## src/rtl/key_debounce8_if.sv

```systemverilog
// Signal bundle between the eight-key debouncer and its consumers.
// The debouncer side is the master; the raw key source and downstream logic use the slave view.
interface key_debounce8_if;
  logic [7:0] key_raw;
  logic [7:0] key_level;
  logic [7:0] key_press;
  logic [7:0] key_release;
  logic       key_any;

  modport master (
    input  key_raw,
    output key_level,
    output key_press,
    output key_release,
    output key_any
  );

  modport slave (
    output key_raw,
    input  key_level,
    input  key_press,
    input  key_release,
    input  key_any
  );
endinterface

```

## src/rtl/key_debounce8.sv

```systemverilog
// Eight-channel key conditioner: 2-flop synchronizer plus counter debouncer per key.
// key_level feeds the priority encoder directly; press/release pulses and key_any serve control logic.
module key_debounce8 #(
  parameter int DB_CYCLES = 4,
  parameter int CNT_W     = 4
) (
  input  logic            clk,
  input  logic            rst_n,
  key_debounce8_if.master kb
);

  if (DB_CYCLES < 1 || (2 ** CNT_W) < DB_CYCLES) begin : g_param_check
    $fatal(1, "key_debounce8: DB_CYCLES must be in 1..2**CNT_W");
  end

  localparam logic [CNT_W-1:0] LAST_CNT = CNT_W'(DB_CYCLES - 1);

  logic [7:0] sync1;
  logic [7:0] sync2;
  logic [7:0] level_q;
  logic [7:0] press_q;
  logic [7:0] release_q;

  // Plain two-stage synchronizer; nothing may sit between the stages.
  always_ff @(posedge clk or negedge rst_n) begin
    if (!rst_n) begin
      sync1 <= '0;
      sync2 <= '0;
    end else begin
      sync1 <= kb.key_raw;
      sync2 <= sync1;
    end
  end

  for (genvar i = 0; i < 8; i++) begin : g_chan
    logic [CNT_W-1:0] cnt;
    logic             level;
    logic             press;
    logic             rel;

    // Any agreement with the current level restarts the count, so short bounces never commit.
    always_ff @(posedge clk or negedge rst_n) begin
      if (!rst_n) begin
        cnt   <= '0;
        level <= 1'b0;
        press <= 1'b0;
        rel   <= 1'b0;
      end else begin
        press <= 1'b0;
        rel   <= 1'b0;
        if (sync2[i] == level) begin
          cnt <= '0;
        end else if (cnt == LAST_CNT) begin
          cnt   <= '0;
          level <= sync2[i];
          press <= sync2[i];
          rel   <= ~sync2[i];
        end else begin
          cnt <= cnt + CNT_W'(1);
        end
      end
    end

    assign level_q[i]   = level;
    assign press_q[i]   = press;
    assign release_q[i] = rel;
  end

  assign kb.key_level   = level_q;
  assign kb.key_press   = press_q;
  assign kb.key_release = release_q;
  assign kb.key_any     = |level_q;

endmodule

```

## src/flat_wrapper.sv

```systemverilog
// flat-port wrapper written by rule: the top's interface ports become plain ports
module key_debounce8_flat 
#(
  parameter int DB_CYCLES = 4,
  parameter int CNT_W     = 4
)
  (clk, rst_n, kb_key_raw, kb_key_level, kb_key_press, kb_key_release, kb_key_any);
  key_debounce8_if kb_i ();
  input  logic clk;
  input  logic rst_n;
  input wire logic [$bits(kb_i.key_raw)-1:0] kb_key_raw;
  output wire logic [$bits(kb_i.key_level)-1:0] kb_key_level;
  output wire logic [$bits(kb_i.key_press)-1:0] kb_key_press;
  output wire logic [$bits(kb_i.key_release)-1:0] kb_key_release;
  output wire logic [$bits(kb_i.key_any)-1:0] kb_key_any;
  assign kb_i.key_raw = kb_key_raw;
  assign kb_key_level = kb_i.key_level;
  assign kb_key_press = kb_i.key_press;
  assign kb_key_release = kb_i.key_release;
  assign kb_key_any = kb_i.key_any;
  key_debounce8 #(.DB_CYCLES(DB_CYCLES), .CNT_W(CNT_W)) u_core (.clk(clk), .rst_n(rst_n), .kb(kb_i));
endmodule
```

## config.mk

```make
export PLATFORM = sky130hd
export DESIGN_NAME = key_debounce8_flat
export DESIGN_NICKNAME = d
export VERILOG_FILES = /design/src/rtl/key_debounce8_if.sv /design/src/rtl/key_debounce8.sv /design/src/flat_wrapper.sv
export SDC_FILE = /design/constraint.sdc
export NUM_CORES = 1
export LEC_CHECK = 0
export ABC_CLOCK_PERIOD_IN_PS = 2000
export CORE_MARGIN = 4
export CORE_UTILIZATION = 30
export DETAILED_ROUTE_END_ITERATION = 6
export GPL_TIMING_DRIVEN = 0
export SYNTH_ARGS = -nofsm -noshare
export SYNTH_HDL_FRONTEND = slang
export SYNTH_SLANG_ARGS = --single-unit
```

## constraint.sdc

```tcl
create_clock -name clk -period 2 [get_ports clk]
set_input_delay 0.5 -clock clk [delete_from_list [all_inputs] [get_ports clk]]
set_output_delay 0.5 -clock clk [all_outputs]
set_load 0.03 [all_outputs]
```

==> impl_metrics.json <==
{
  "drive_above_1_share": 0.205,
  "finalPower_w": 0.00431,
  "cp_max_fo": 6,
  "yosysWarnings": 0,
  "ys_seq_elements": 72,
  "globalRouteTotalUtil": 0.0867,
  "rows": 35,
  "reg2reg_depth": 3,
  "cts_tree": "yes",
  "fin_area_um2": 3680,
  "seq_area_frac_synth": 0.612,
  "endpoint_kind": "output port",
  "cts_htree_levels": 3,
  "crit_required_ns": 1.50,
  "dieArea_um2": 11500,
  "antenna_found_initial": 0,
  "cts_sinks": 72,
  "cp-start-kind": "register",
  "worstHoldPathType": "primary input to asynchronous set/reset pin",
  "fin_crit_ns": 1.93,
  "cts_root_buffer": "clkbuf_8",
  "rsz0062_at_grt": "no",
  "core_area_um2": 9420,
  "first_global_vias": 1772,
  "final_cell_mix": "dfrtp_1, buf_4, nor3b_1",
  "die_x_um": 107,
  "synthesis.area_um2": 2940,
  "holdWs_ns": 0.0406,
  "arrival_ns": 1.43,
  "slew_violations": 0,
  "synth_area_leaders": "dfrtp_1, buf_4, nor3b_1",
  "dpl_cell_area_um2": 3470,
  "power.density_nw_per_um2": 1170,
  "synth_top_area_share": 0.612,
  "cts_buffers": 9,
  "maxCapViolCount": 0,
  "n_antenna_cell": 0,
  "status": "completed",
  "tightestPinTransition_ns": 0.365,
  "wl_mm": 4.73,
  "nets": 291,
  "fp.dieH_um": 107,
  "first_pass_iters": 4,
  "drt_iter0_markers": 74,
  "dp_cells": 390,
  "setup_viol": 0,
  "peakVddDrop_v": 0.000444,
  "place_hpwl_mm": 3.23,
  "start_util": 0.313,
  "hold_buffers": 0,
  "avgRoutedWirePerCell_um": 11.6,
  "grt_pass1_wl_mm": 7.86,
  "fmax_mhz": 518,
  "final_common_cell": "dfrtp_1",
  "clock_path_buffers": 2,
  "synth.avg_cell_area_um2": 13.0,
  "detail-route-antenna-nets": 0,
  "gp_congestion": 0.688,
  "synth_cell_type_count": 21,
  "finalHoldViolCount": 0,
  "clock_skew_ns": 0.0112,
  "period_share": 0.966,
  "drc": 0,
  "final_cells": 407,
  "relSlewSlack": 0.755,
  "synth_top_cell_by_area": "dfrtp_1",
  "leakage_nw": 1.58,
  "syn_to_final_growth_pct": 25.0,
  "vias": 1794,
  "boundaryPins": 35,
  "io_buffers": 34,
  "vias_per_cell": 4.41,
  "tns_ns": 0,
  "grt_overflow": 0,
  "grt_max_degree": 53,
  "clkTransAtPathRegs_ns": 0.08,
  "critical_path_class": "register to output port",
  "syn_nets": 244,
  "syn_inst": 226,
  "clk_latency_ns": 0.34
}
-- synth_stat cells --
cell type	n
a21oi_1	16
and4_1	7
and4_2	1
buf_4	24
dfrtp_1	72
ha_1	8
mux2_1	1
mux2_2	6
mux2_4	1
nand2_1	1
nand2b_1	7
nand3b_1	8
nor2_1	8
nor2b_1	8
nor3_1	7
nor3b_1	24
nor4_1	10
or2b_1	1
or3b_1	7
or3b_4	1
xnor2_1	8
-- sequential cells by signal, summed over array words and instances (netlist names) --
name                 count
u_core.g_chan.press      8
u_core.sync1             8
u_core.g_chan.cnt       32
u_core.sync2             8
u_core.g_chan.rel        8
u_core.g_chan.level      8
-- kinds of logic after synthesis --
| logic type | share of synthesized area |
|---|---|
| adder cells (fa/ha/maj) | 0.0340 |
| buffers and inverters | 0.0612 |
| multiplexers | 0.0319 |
| AND/OR/NAND/NOR | 0.210 |
| AO/OA/AOI/OAI | 0.0272 |
| XOR/XNOR | 0.0238 |
| flip-flops | 0.612 |
-- power by group --
| group | switching (W) | leakage (nW) | internal, W | total [W] |
|---|---|---|---|---|
| logic | 0.000587 | 0.566 | 0.000625 | 0.00121 |
| registers | 0.000288 | 0.930 | 0.00172 | 0.00200 |
| clock network | 0.000524 | 0.0856 | 0.000575 | 0.00110 |
| total | 0.00140 | 1.58 | 0.00292 | 0.00431 |
-- worst max-delay path, cell delays in order (launching register included) --
cell and delay (ns):
dfrtp_2 0.46, nor4_4 0.33, nand2_1 0.12, buf_2 0.20
-- repair_timing --
item	CTS	global route
gates resized for setup	15	6
pin swaps	0	1
buffers inserted	0	1
setup endpoints to repair	9	2
-- routing by layer --
layer / wire, um / GRT usage / part of all wire
met5: 0 / 0 / 0
met4: 104 / 0.0493 / 0.022
met3: 197 / 0.0271 / 0.042
met2: 2150 / 0.136 / 0.45
met1: 2280 / 0.105 / 0.48
-- final timing paths --
check | from | end | slack (ns)
min | rst_n | u_core.g_chan[2].rel | 0.04
min reg2reg | u_core.sync1[4] | u_core.sync2[4] | 0.35
max | u_core.g_chan[2].level | kb_key_any | 0.07
max in group asynchronous | rst_n | u_core.sync1[4] | 1.42
min in group clk | u_core.sync1[4] | u_core.sync2[4] | 0.35
max reg2reg | u_core.g_chan[1].cnt[0] | u_core.g_chan[1].level | 0.58
-- area by class of cell --
type / instances / area [um^2]
fillers: 899 / 5740
repair buffers: 36 / 360
multi-input cells: 130 / 982
well taps: 129 / 161
plain buffers: 24 / 180
clock buffers: 11 / 131
flip-flops and latches: 72 / 1810
clock inverters: 5 / 57.6
-- through the flow --
stage                util  setup WS (ns)
floorplan               -          0.602
global placement    0.366          -2.10
detailed placement  0.369         -0.207
CTS                 0.390        -0.0777
global route        0.391        0.00307
finish              0.391         0.0677
(Power assumes the default switching activity.)
